**src/rtl/uart_pkg.sv**
```systemverilog
// Shared UART definitions: ASCII frame characters, frame geometry, the bit-period helper
// and the double-dabble step used by the time reporter.
package uart_pkg;

  localparam int VALUE_W   = 14;
  localparam int BCD_W     = 16;
  localparam int CONV_W    = BCD_W + VALUE_W;
  localparam int CONV_CYC  = VALUE_W;
  localparam int FRAME_LEN = 8;
  localparam int MAX_VALUE = 9999;

  localparam logic [7:0] CHR_S     = 8'h53;
  localparam logic [7:0] CHR_C     = 8'h43;
  localparam logic [7:0] CHR_COLON = 8'h3A;
  localparam logic [7:0] CHR_CR    = 8'h0D;
  localparam logic [7:0] CHR_LF    = 8'h0A;
  localparam logic [7:0] CHR_ZERO  = 8'h30;

  typedef enum logic [2:0] {
    ST_IDLE,
    ST_CONVERT,
    ST_LOAD,
    ST_SHIFT,
    ST_DONE
  } frame_state_e;

  function automatic int bitCycles(input int clkFreq, input int baud);
    return clkFreq / baud;
  endfunction

  // One shift-add-3 step on {bcd, binary}; digits >= 5 are corrected before the shift.
  function automatic logic [CONV_W-1:0] dabbleStep(input logic [CONV_W-1:0] acc);
    logic [CONV_W-1:0] t;
    t = acc;
    for (int n = 0; n < BCD_W / 4; n++) begin
      if (t[VALUE_W + 4*n +: 4] >= 4'd5) begin
        t[VALUE_W + 4*n +: 4] = t[VALUE_W + 4*n +: 4] + 4'd3;
      end
    end
    return t << 1;
  endfunction

endpackage

```
**src/rtl/uart_tx_byte.sv**
```systemverilog
// 8N1 byte transmitter: baud counter plus 10-bit shift register. A new byte can be
// accepted in the last cycle of the stop bit so consecutive bytes leave no idle gap.
module uart_tx_byte #(
  parameter int BIT_CYC = 16
) (
  input  logic       clk,
  input  logic       reset,
  input  logic       start_i,
  input  logic [7:0] data_i,
  output logic       busy_o,
  output logic       done_o,
  output logic       tx_o
);

  localparam int         CNT_W    = $clog2(BIT_CYC + 1);
  localparam logic [3:0] LAST_BIT = 4'd9;

  logic [CNT_W-1:0] baud_q;
  logic [3:0]       bit_q;
  logic [9:0]       shift_q;
  logic [9:0]       shift_d;
  logic             busy_q;
  logic             tx_q;
  logic             bitEnd;
  logic             lastCycle;
  logic             accept;

  assign bitEnd    = (baud_q == CNT_W'(BIT_CYC - 1));
  assign lastCycle = busy_q && bitEnd && (bit_q == LAST_BIT);
  assign accept    = start_i && (!busy_q || lastCycle);

  // shift_d[0] is always the level the line takes for the bit that begins next.
  always_comb begin
    shift_d = shift_q;
    if (accept) begin
      shift_d = {1'b1, data_i, 1'b0};
    end else if (busy_q && bitEnd && !lastCycle) begin
      shift_d = {1'b1, shift_q[9:1]};
    end
  end

  always_ff @(posedge clk) begin
    if (reset) begin
      baud_q  <= '0;
      bit_q   <= '0;
      shift_q <= '0;
      busy_q  <= 1'b0;
      tx_q    <= 1'b1;
    end else begin
      shift_q <= shift_d;
      if (accept) begin
        baud_q <= '0;
        bit_q  <= '0;
        busy_q <= 1'b1;
        tx_q   <= shift_d[0];
      end else if (busy_q) begin
        if (bitEnd) begin
          baud_q <= '0;
          if (lastCycle) begin
            busy_q <= 1'b0;
            tx_q   <= 1'b1;
          end else begin
            bit_q <= bit_q + 4'd1;
            tx_q  <= shift_d[0];
          end
        end else begin
          baud_q <= baud_q + CNT_W'(1);
        end
      end
    end
  end

  assign busy_o = busy_q;
  assign done_o = lastCycle;
  assign tx_o   = tx_q;

endmodule

```
**src/rtl/uart_time_reporter.sv**
```systemverilog
// Sends the latched display value as "Mdd:dd\r\n" over the UART TX line on request.
// Holds the frame FSM, the double-dabble converter and the frame byte mux.
module uart_time_reporter
  import uart_pkg::*;
#(
  parameter int CLK_FREQ = 100_000_000,
  parameter int BAUD     = 9600
) (
  input  logic               clk,
  input  logic               reset,
  input  logic               send_req,
  input  logic [VALUE_W-1:0] i_value,
  input  logic               i_mode,
  output logic               TX,
  output logic               tx_busy,
  output logic               tx_done
);

  localparam int BIT_CYC = bitCycles(CLK_FREQ, BAUD);

  frame_state_e       state_q;
  logic [CONV_W-1:0]  conv_q;
  logic               mode_q;
  logic [3:0]         cnt_q;
  logic [2:0]         idx_q;
  logic               lastSent_q;
  logic               start_q;
  logic [7:0]         data_q;
  logic               busy_q;
  logic               done_q;

  logic [VALUE_W-1:0] satValue;
  logic [7:0]         nextByte_d;
  logic [3:0]         digit3;
  logic [3:0]         digit2;
  logic [3:0]         digit1;
  logic [3:0]         digit0;
  logic               byteBusy;
  logic               byteDone;
  logic               byteAccept;

  assign satValue = (i_value > VALUE_W'(MAX_VALUE)) ? VALUE_W'(MAX_VALUE) : i_value;

  assign digit3 = conv_q[VALUE_W + 12 +: 4];
  assign digit2 = conv_q[VALUE_W + 8  +: 4];
  assign digit1 = conv_q[VALUE_W + 4  +: 4];
  assign digit0 = conv_q[VALUE_W      +: 4];

  always_comb begin
    nextByte_d = CHR_LF;
    case (idx_q)
      3'd0:    nextByte_d = mode_q ? CHR_S : CHR_C;
      3'd1:    nextByte_d = CHR_ZERO + {4'd0, digit3};
      3'd2:    nextByte_d = CHR_ZERO + {4'd0, digit2};
      3'd3:    nextByte_d = CHR_COLON;
      3'd4:    nextByte_d = CHR_ZERO + {4'd0, digit1};
      3'd5:    nextByte_d = CHR_ZERO + {4'd0, digit0};
      3'd6:    nextByte_d = CHR_CR;
      default: nextByte_d = CHR_LF;
    endcase
  end

  // The transmitter takes a byte when idle or in its final stop cycle; the same condition
  // lets the FSM stage the following byte early so bytes go out back to back.
  assign byteAccept = start_q && (!byteBusy || byteDone);

  always_ff @(posedge clk) begin
    if (reset) begin
      state_q    <= ST_IDLE;
      conv_q     <= '0;
      mode_q     <= 1'b0;
      cnt_q      <= '0;
      idx_q      <= '0;
      lastSent_q <= 1'b0;
      start_q    <= 1'b0;
      data_q     <= '0;
      busy_q     <= 1'b0;
      done_q     <= 1'b0;
    end else begin
      done_q <= 1'b0;
      case (state_q)
        ST_IDLE: begin
          if (send_req) begin
            conv_q  <= {{BCD_W{1'b0}}, satValue};
            mode_q  <= i_mode;
            cnt_q   <= '0;
            busy_q  <= 1'b1;
            state_q <= ST_CONVERT;
          end
        end
        ST_CONVERT: begin
          conv_q <= dabbleStep(conv_q);
          cnt_q  <= cnt_q + 4'd1;
          if (cnt_q == 4'(CONV_CYC - 1)) begin
            idx_q      <= '0;
            lastSent_q <= 1'b0;
            state_q    <= ST_LOAD;
          end
        end
        ST_LOAD: begin
          data_q  <= nextByte_d;
          start_q <= 1'b1;
          state_q <= ST_SHIFT;
        end
        ST_SHIFT: begin
          if (byteAccept) begin
            start_q <= 1'b0;
            if (idx_q == 3'(FRAME_LEN - 1)) begin
              lastSent_q <= 1'b1;
            end else begin
              idx_q   <= idx_q + 3'd1;
              state_q <= ST_LOAD;
            end
          end else if (lastSent_q && byteDone) begin
            busy_q  <= 1'b0;
            done_q  <= 1'b1;
            state_q <= ST_DONE;
          end
        end
        ST_DONE: begin
          state_q <= ST_IDLE;
        end
        default: begin
          state_q <= ST_IDLE;
        end
      endcase
    end
  end

  uart_tx_byte #(
    .BIT_CYC(BIT_CYC)
  ) u_tx_byte (
    .clk    (clk),
    .reset  (reset),
    .start_i(start_q),
    .data_i (data_q),
    .busy_o (byteBusy),
    .done_o (byteDone),
    .tx_o   (TX)
  );

  assign tx_busy = busy_q;
  assign tx_done = done_q;

endmodule

```
**config.mk**
```make
export PLATFORM = sky130hd
export DESIGN_NAME = uart_time_reporter
export DESIGN_NICKNAME = d
export VERILOG_FILES = /design/src/rtl/uart_pkg.sv /design/src/rtl/uart_tx_byte.sv /design/src/rtl/uart_time_reporter.sv
export SDC_FILE = /design/constraint.sdc
export NUM_CORES = 1
export LEC_CHECK = 0
export ABC_CLOCK_PERIOD_IN_PS = 4610
export CORE_MARGIN = 2
export CORE_UTILIZATION = 60
export DETAILED_ROUTE_END_ITERATION = 10
export HOLD_SLACK_MARGIN = 0.03
export PLACE_DENSITY_LB_ADDON = 0.3
export SYNTH_ARGS = -nofsm -noshare
export SYNTH_HDL_FRONTEND = slang
export SYNTH_SLANG_ARGS = --single-unit
```
**constraint.sdc**
```tcl
create_clock -name clk -period 4.61 [get_ports clk]
set_input_delay 0.6915 -clock clk [delete_from_list [all_inputs] [get_ports clk]]
set_output_delay 0.6915 -clock clk [all_outputs]
set_load 0.02 [all_outputs]
```
After elaboration in Yosys (flattened, before gate mapping)
Index checks and enable logic that the tools add are counted.
Cells by class
  add/subtract/negate cells: 12
  order comparisons: 5
  eq/ne operators: 22
  muxes and demuxes: 43
  bitwise logic cells: 2
  reduce and logical (&&, ||, !) cells: 28
Operator list (number)
  one-hot mux 30 bit (2 select lines): 1
  one-hot mux 7 bit (7 select lines): 1
  2-to-1 mux 30 bit: 1
  adder 6 x 4 -> 7 bit (first input constant): 4
  2-to-1 mux 14 bit: 2
  2-to-1 mux 3 bit: 9
  2-to-1 mux 10 bit: 2
  greater-or-equal comparator 4 x 3 -> 1 bit (second input constant): 4
  2-to-1 mux 1 bit: 16
  2-to-1 mux 4 bit: 4
  AND reduction 4 bit: 4
  adder 14 x 1 -> 14 bit (second input constant): 1
  == test 14 bit (second input constant): 1
  > comparator 14 bit (second input constant): 1
  != test 2 bit (second input constant): 7
  nonzero test 2 bit: 7
  adder 4 x 2 -> 4 bit (second input constant): 3
  == test 3 x 2 -> 1 bit (second input constant): 4
  == test 3 bit (second input constant): 4
  one-hot mux 3 bit (4 select lines): 1
  adder 4 x 1 -> 4 bit (second input constant): 2
  == test 4 bit (second input constant): 2
  one-hot mux 4 bit (2 select lines): 1
  AND reduction 2 bit: 4
  other kinds (15): 26
Word-level totals
  bits in registers: 83
  input bits: 18
  output and inout bits: 3
  logic and storage cells: 128

Longest topological paths before layout
  word-level depth: 11
  depth in mapped cells: 9

By module
Synthesis repeated with hierarchy kept, for this count alone.
Second synthesis, totals
  cells, all modules: 489
  area total of the unflattened synthesis: 4127.7 sq um
Modules (own cells, without submodules)
  uart_time_reporter: instances 1, cells each 309, area each 2656.3 sq um
  uart_tx_byte: instances 1, cells each 180, area each 1471.4 sq um

Least setup slack after synthesis
OpenSTA, ideal clock, no wires.
  path type: input -> register
  from: in send_req
  to: reg conv_q[15]
  arrival time: 1.778 ns
  data required time: 4.482 ns
  path slack: 2.704 ns
  cell stages on the path: 5
  path buffers: 1
  cell sequence: nor4b_2 nor2_2 buf_2 a22oi_1 nor2_1
On the way
  cells in the longest elaborated chain, start to end: 2
RTL lines
  start: declaration: RTL line uart_time_reporter.sv:11  | input logic send_req,
  != test 2 bit (no source line)
  AND reduction 2 bit (no source line)
  end signal: assignment: RTL line uart_time_reporter.sv:84  | conv_q <= {{BCD_W{1'b0}}, satValue};
  end signal: assignment: RTL line uart_time_reporter.sv:92  | conv_q <= dabbleStep(conv_q);
  end: declaration: RTL line uart_time_reporter.sv:22  | logic [CONV_W-1:0] conv_q;
No other way between the ends.
A chain may end at the register's enable or synchronous reset.

Worst setup path after layout
  from: in send_req
  to: reg conv_q[7]
Same word-level chain as after synthesis.

==> tab_implementation.tex <==
\begin{tabular}{lr}
\hline
Metric & Value \\
\hline
\multicolumn{2}{l}{\textbf{STA}} \\
Tmin final & 2.49 ns \\
Unrepaired setup endpoints after global routing & no \\
Headroom to the max-slew limit & 27.5\% \\
Post-route worst setup slack & 2.12 ns \\
Transition time at the pin with the least slew margin & 1.09 ns \\
Count of pins over their slew limit & 0 \\
Setup TNS & 0 ns \\
Endpoints failing setup & 0 \\
Setup Skew & 0.00690 ns \\
Hold Fails Final Rpt & 0 \\
Maximum clock rate & 402 MHz \\
Period utilisation layout & 53.9\% \\
\multicolumn{2}{l}{\textbf{Clock network}} \\
Clock tree from TritonCTS & built \\
Clock Path Buffers & 2 \\
Post-cts resize count & 0 \\
Worst-skew pair later-pin latency & 0.34 ns \\
Buffers inserted during post-CTS setup optimization & 0 \\
Total number of clock tree sinks & 81 \\
Number of buffers inserted during clock tree synthesis & 9 \\
Register clock-pin slew on the reported worst setup and hold paths & 0.08 ns \\
Root cell of the clock tree & clkbuf\_8 \\
Number of H-tree levels & 3 \\
Number of hold buffers added after cts & 0 \\
\multicolumn{2}{l}{\textbf{Pwr}} \\
Leakage power total & 1.57 nW \\
Reg power frac & 55.4\% \\
Max VDD drop & 0.184 mV \\
Part of the total power dissipated in combinational logic & 6.5\% \\
Switching power share of the total & 22.8\% \\
Total power & 1.30 mW \\
Power per cell area & 302 nW/um\^{}2 \\
Total internal power & 1.00 mW \\
Switch Pwr & 296 uW \\
Part of the power in the clock network & 38.2\% \\
\multicolumn{2}{l}{\textbf{Layout}} \\
Area overhead of the layout relative to synthesis & 8.93\% \\
Number of antenna diodes & 0 \\
Final-stage net count & 504 \\
Fraction of final layout cells with drive strength greater than 1 & 5.32\% \\
\multicolumn{2}{l}{\textbf{Synth}} \\
Count of cell types in the netlist & 56 \\
FFs w/ async S/R, synth & 0\% \\
Number of enable flip-flop cells after synthesis & 0 \\
Cell taking the most area after synthesis & dfxtp\_1 \\
Sequential fraction of the synthesis area & 41.0\% \\
Commonest cells in the synthesized netlist & 81 x dfxtp\_1, 56 x nor2\_1, 43 x a21oi\_1, 30 x nand2\_1, 23 x o21ai\_0 \\
Cell area after synthesis & 3950 um\^{}2 \\
Average instance area after synthesis & 8.55 um\^{}2 \\
Cell with the most instances after synthesis & dfxtp\_1 \\
Synth Flop Type & dfxtp\_1 \\
YS warnings & 0 \\
Proportion of netlist area held by the largest area contributor & 41.0\% \\
Number of instances in the synthesized netlist & 462 \\
Flip-flop and latch count after synthesis & 81 \\
Syn\_nets & 499 \\
Dominant cells by area after synthesis & dfxtp\_1 41\%, ha\_1 6.0\%, a21oi\_1 5.4\% \\
\multicolumn{2}{l}{\textbf{Setup path}} \\
Type of element launching the critical path & input port \\
Crit path kind & in -> reg \\
Required time reported for the critical path endpoint & 4.83 ns \\
Maximum fanout count along the critical path & 28 \\
Logic depth of the worst register-to-register path & 6 \\
Kind of end point of the critical path & flop \\
Arr. time, crit path & 2.71 ns \\
\multicolumn{2}{l}{\textbf{Placement}} \\
Number of buffers inserted by port buffering & 20 \\
Worst slack, placed & 1.76 ns \\
Post-detail-place hpwl & 5290 um \\
Placer congestion estimate & 0.807 \\
\multicolumn{2}{l}{\textbf{Floorplanning}} \\
Number of I/O pins & 21 \\
Core Region & 6350 um\^{}2 \\
Starting density of the core & 62.2\% \\
Count of standard-cell rows & 29 \\
Chip width & 85.2 um \\
Die Span Y & 85.2 um \\
Die area & 7250 um\^{}2 \\
\multicolumn{2}{l}{\textbf{GRT}} \\
Number of global-route vias before repair & 3,069 \\
Overall routing resource usage & 22.5\% \\
Total congestion overflow after global routing & 0 \\
Maximum number of pins on one net before global-route repair & 54 \\
Antenna violations before repair & 0 \\
First-pass GRT wire length & 13,500 um \\
\multicolumn{2}{l}{\textbf{Route}} \\
Number of DRC violations after detailed-routing iteration 0 & 206 \\
Pre-antenna DRT Iters & 5 \\
Via count of the routed design & 3,258 \\
Routed len/inst & 14.1 um \\
Via-per-instance ratio & 5.96 \\
\# DRC & 0 \\
Routed wire length & 7700 um \\
Remaining antenna violation count after routing & 0 \\
\multicolumn{2}{l}{\textbf{Hold path}} \\
Depth of the worst hold-timing path & 2 \\
Class of the most critical hold timing path & reg -> reg \\
\multicolumn{2}{l}{\textbf{Job}} \\
Number of max-cap violations & 0 \\
\multicolumn{2}{l}{\textbf{Outcome}} \\
Status & finished clean \\
\hline
\end{tabular}
## flip-flops by register name, summed over array words and instances (netlist names), 3 cells and up
| signal | count |
|---|---|
| state_q | 3 |
| data_q | 7 |
| cnt_q | 4 |
| conv_q | 30 |
| u_tx_byte.shift_q | 9 |
| u_tx_byte.bit_q | 4 |
| idx_q | 3 |
| u_tx_byte.baud_q | 14 |
## layout make-up
class	count	area, um^2
clock inverter	3	42.5
fill	523	2050
clock buffer	11	141
multi-input combinational	335	2120
timing repair buffer	22	210
inverter	18	67.6
tap	77	96.3
sequential	81	1620
## power groups by stage
stage	Combinational (mW)	Clock, mW	Sequential [mW]
global route	0.0938	0.535	0.721
floorplan	0.0563	0	0.734
detailed placement	0.0834	0	0.736
CTS	0.0838	0.509	0.719
finish	0.0840	0.496	0.720
global placement	0.0815	0	0.736
## cell families after synthesis
kind of cell | Yosys count | share of synthesized area [%]
compound gates | 125 | 20.2
flops | 81 | 41.0
xor+xnor | 21 | 4.65
buf+inv | 46 | 5.26
fa+ha+maj | 19 | 6.02
simple gates | 159 | 20.0
mux | 11 | 2.82
## metal layers
layer	GRT usage, %	part of all wire (%)	vias up
met5	0	0	-
met4	8.66	1.6	0
met3	3.21	3.8	9
met2	38.2	47	69
met1	28.9	47	1531
li1	-	-	1649
## stage by stage
stage	hold slack [ns]	cell area (um^2)	std cells	utilization, %
2_1_floorplan	0.432	3950	462	-
3_3_place_gp	0.442	4120	533	64.9
3_5_place_dp	0.446	4120	533	64.9
4_1_cts	0.457	4300	547	67.8
5_1_grt	0.477	4300	547	67.8
6_report	0.454	4300	547	67.8
## critical path: stages
cell             delay [ns]
clkdlybuf4s50_1        0.49
nor4b_2                0.66
nor2_2                 0.41
a222oi_1               0.38
nor2_1                 0.06
## final timing paths
check,startpoint,endpoint,slack [ns]
max reg2reg,state_q[2]$_SDFFE_PP0P_,conv_q[21]$_SDFFE_PP0P_,2.20
min reg2reg,data_q[6]$_SDFFE_PP0P_,data_q[6]$_SDFFE_PP0P_,0.45
min,data_q[6]$_SDFFE_PP0P_,data_q[6]$_SDFFE_PP0P_,0.45
max,send_req,conv_q[7]$_SDFFE_PP0P_,2.12
## cells in the final DEF, fill, tap and decap left out, drive strengths merged, types with 3 or more instances in the layout
master         synthesis  final
o211ai                 4      4
a222oi                 4      4
a211oi                 6      6
and4                   3      3
and2                   5      5
a21o                   7      7
o21ai                 23     23
xor2                   9      9
buf                   13      3
nor2b                  5      5
inv                   18     18
clkdlybuf4s50          0     19
mux2i                 10     10
dfxtp                 81     81
xnor2                 12     12
nand3                 10     10
a22oi                  9      9
nand4                  6      6
nand2b                 8      8
and3                   5      5
a32oi                  3      3
nor3                  16     16
ha                    19     19
clkbuf                15     11
o31ai                  6      6
o22ai                  4      4
nand3b                 3      3
nor4                   3      3
nand2                 30     30
nor2                  57     57
a221oi                 3      3
a21oi                 44     44
No activity file was read; power rests on OpenSTA's default activity.
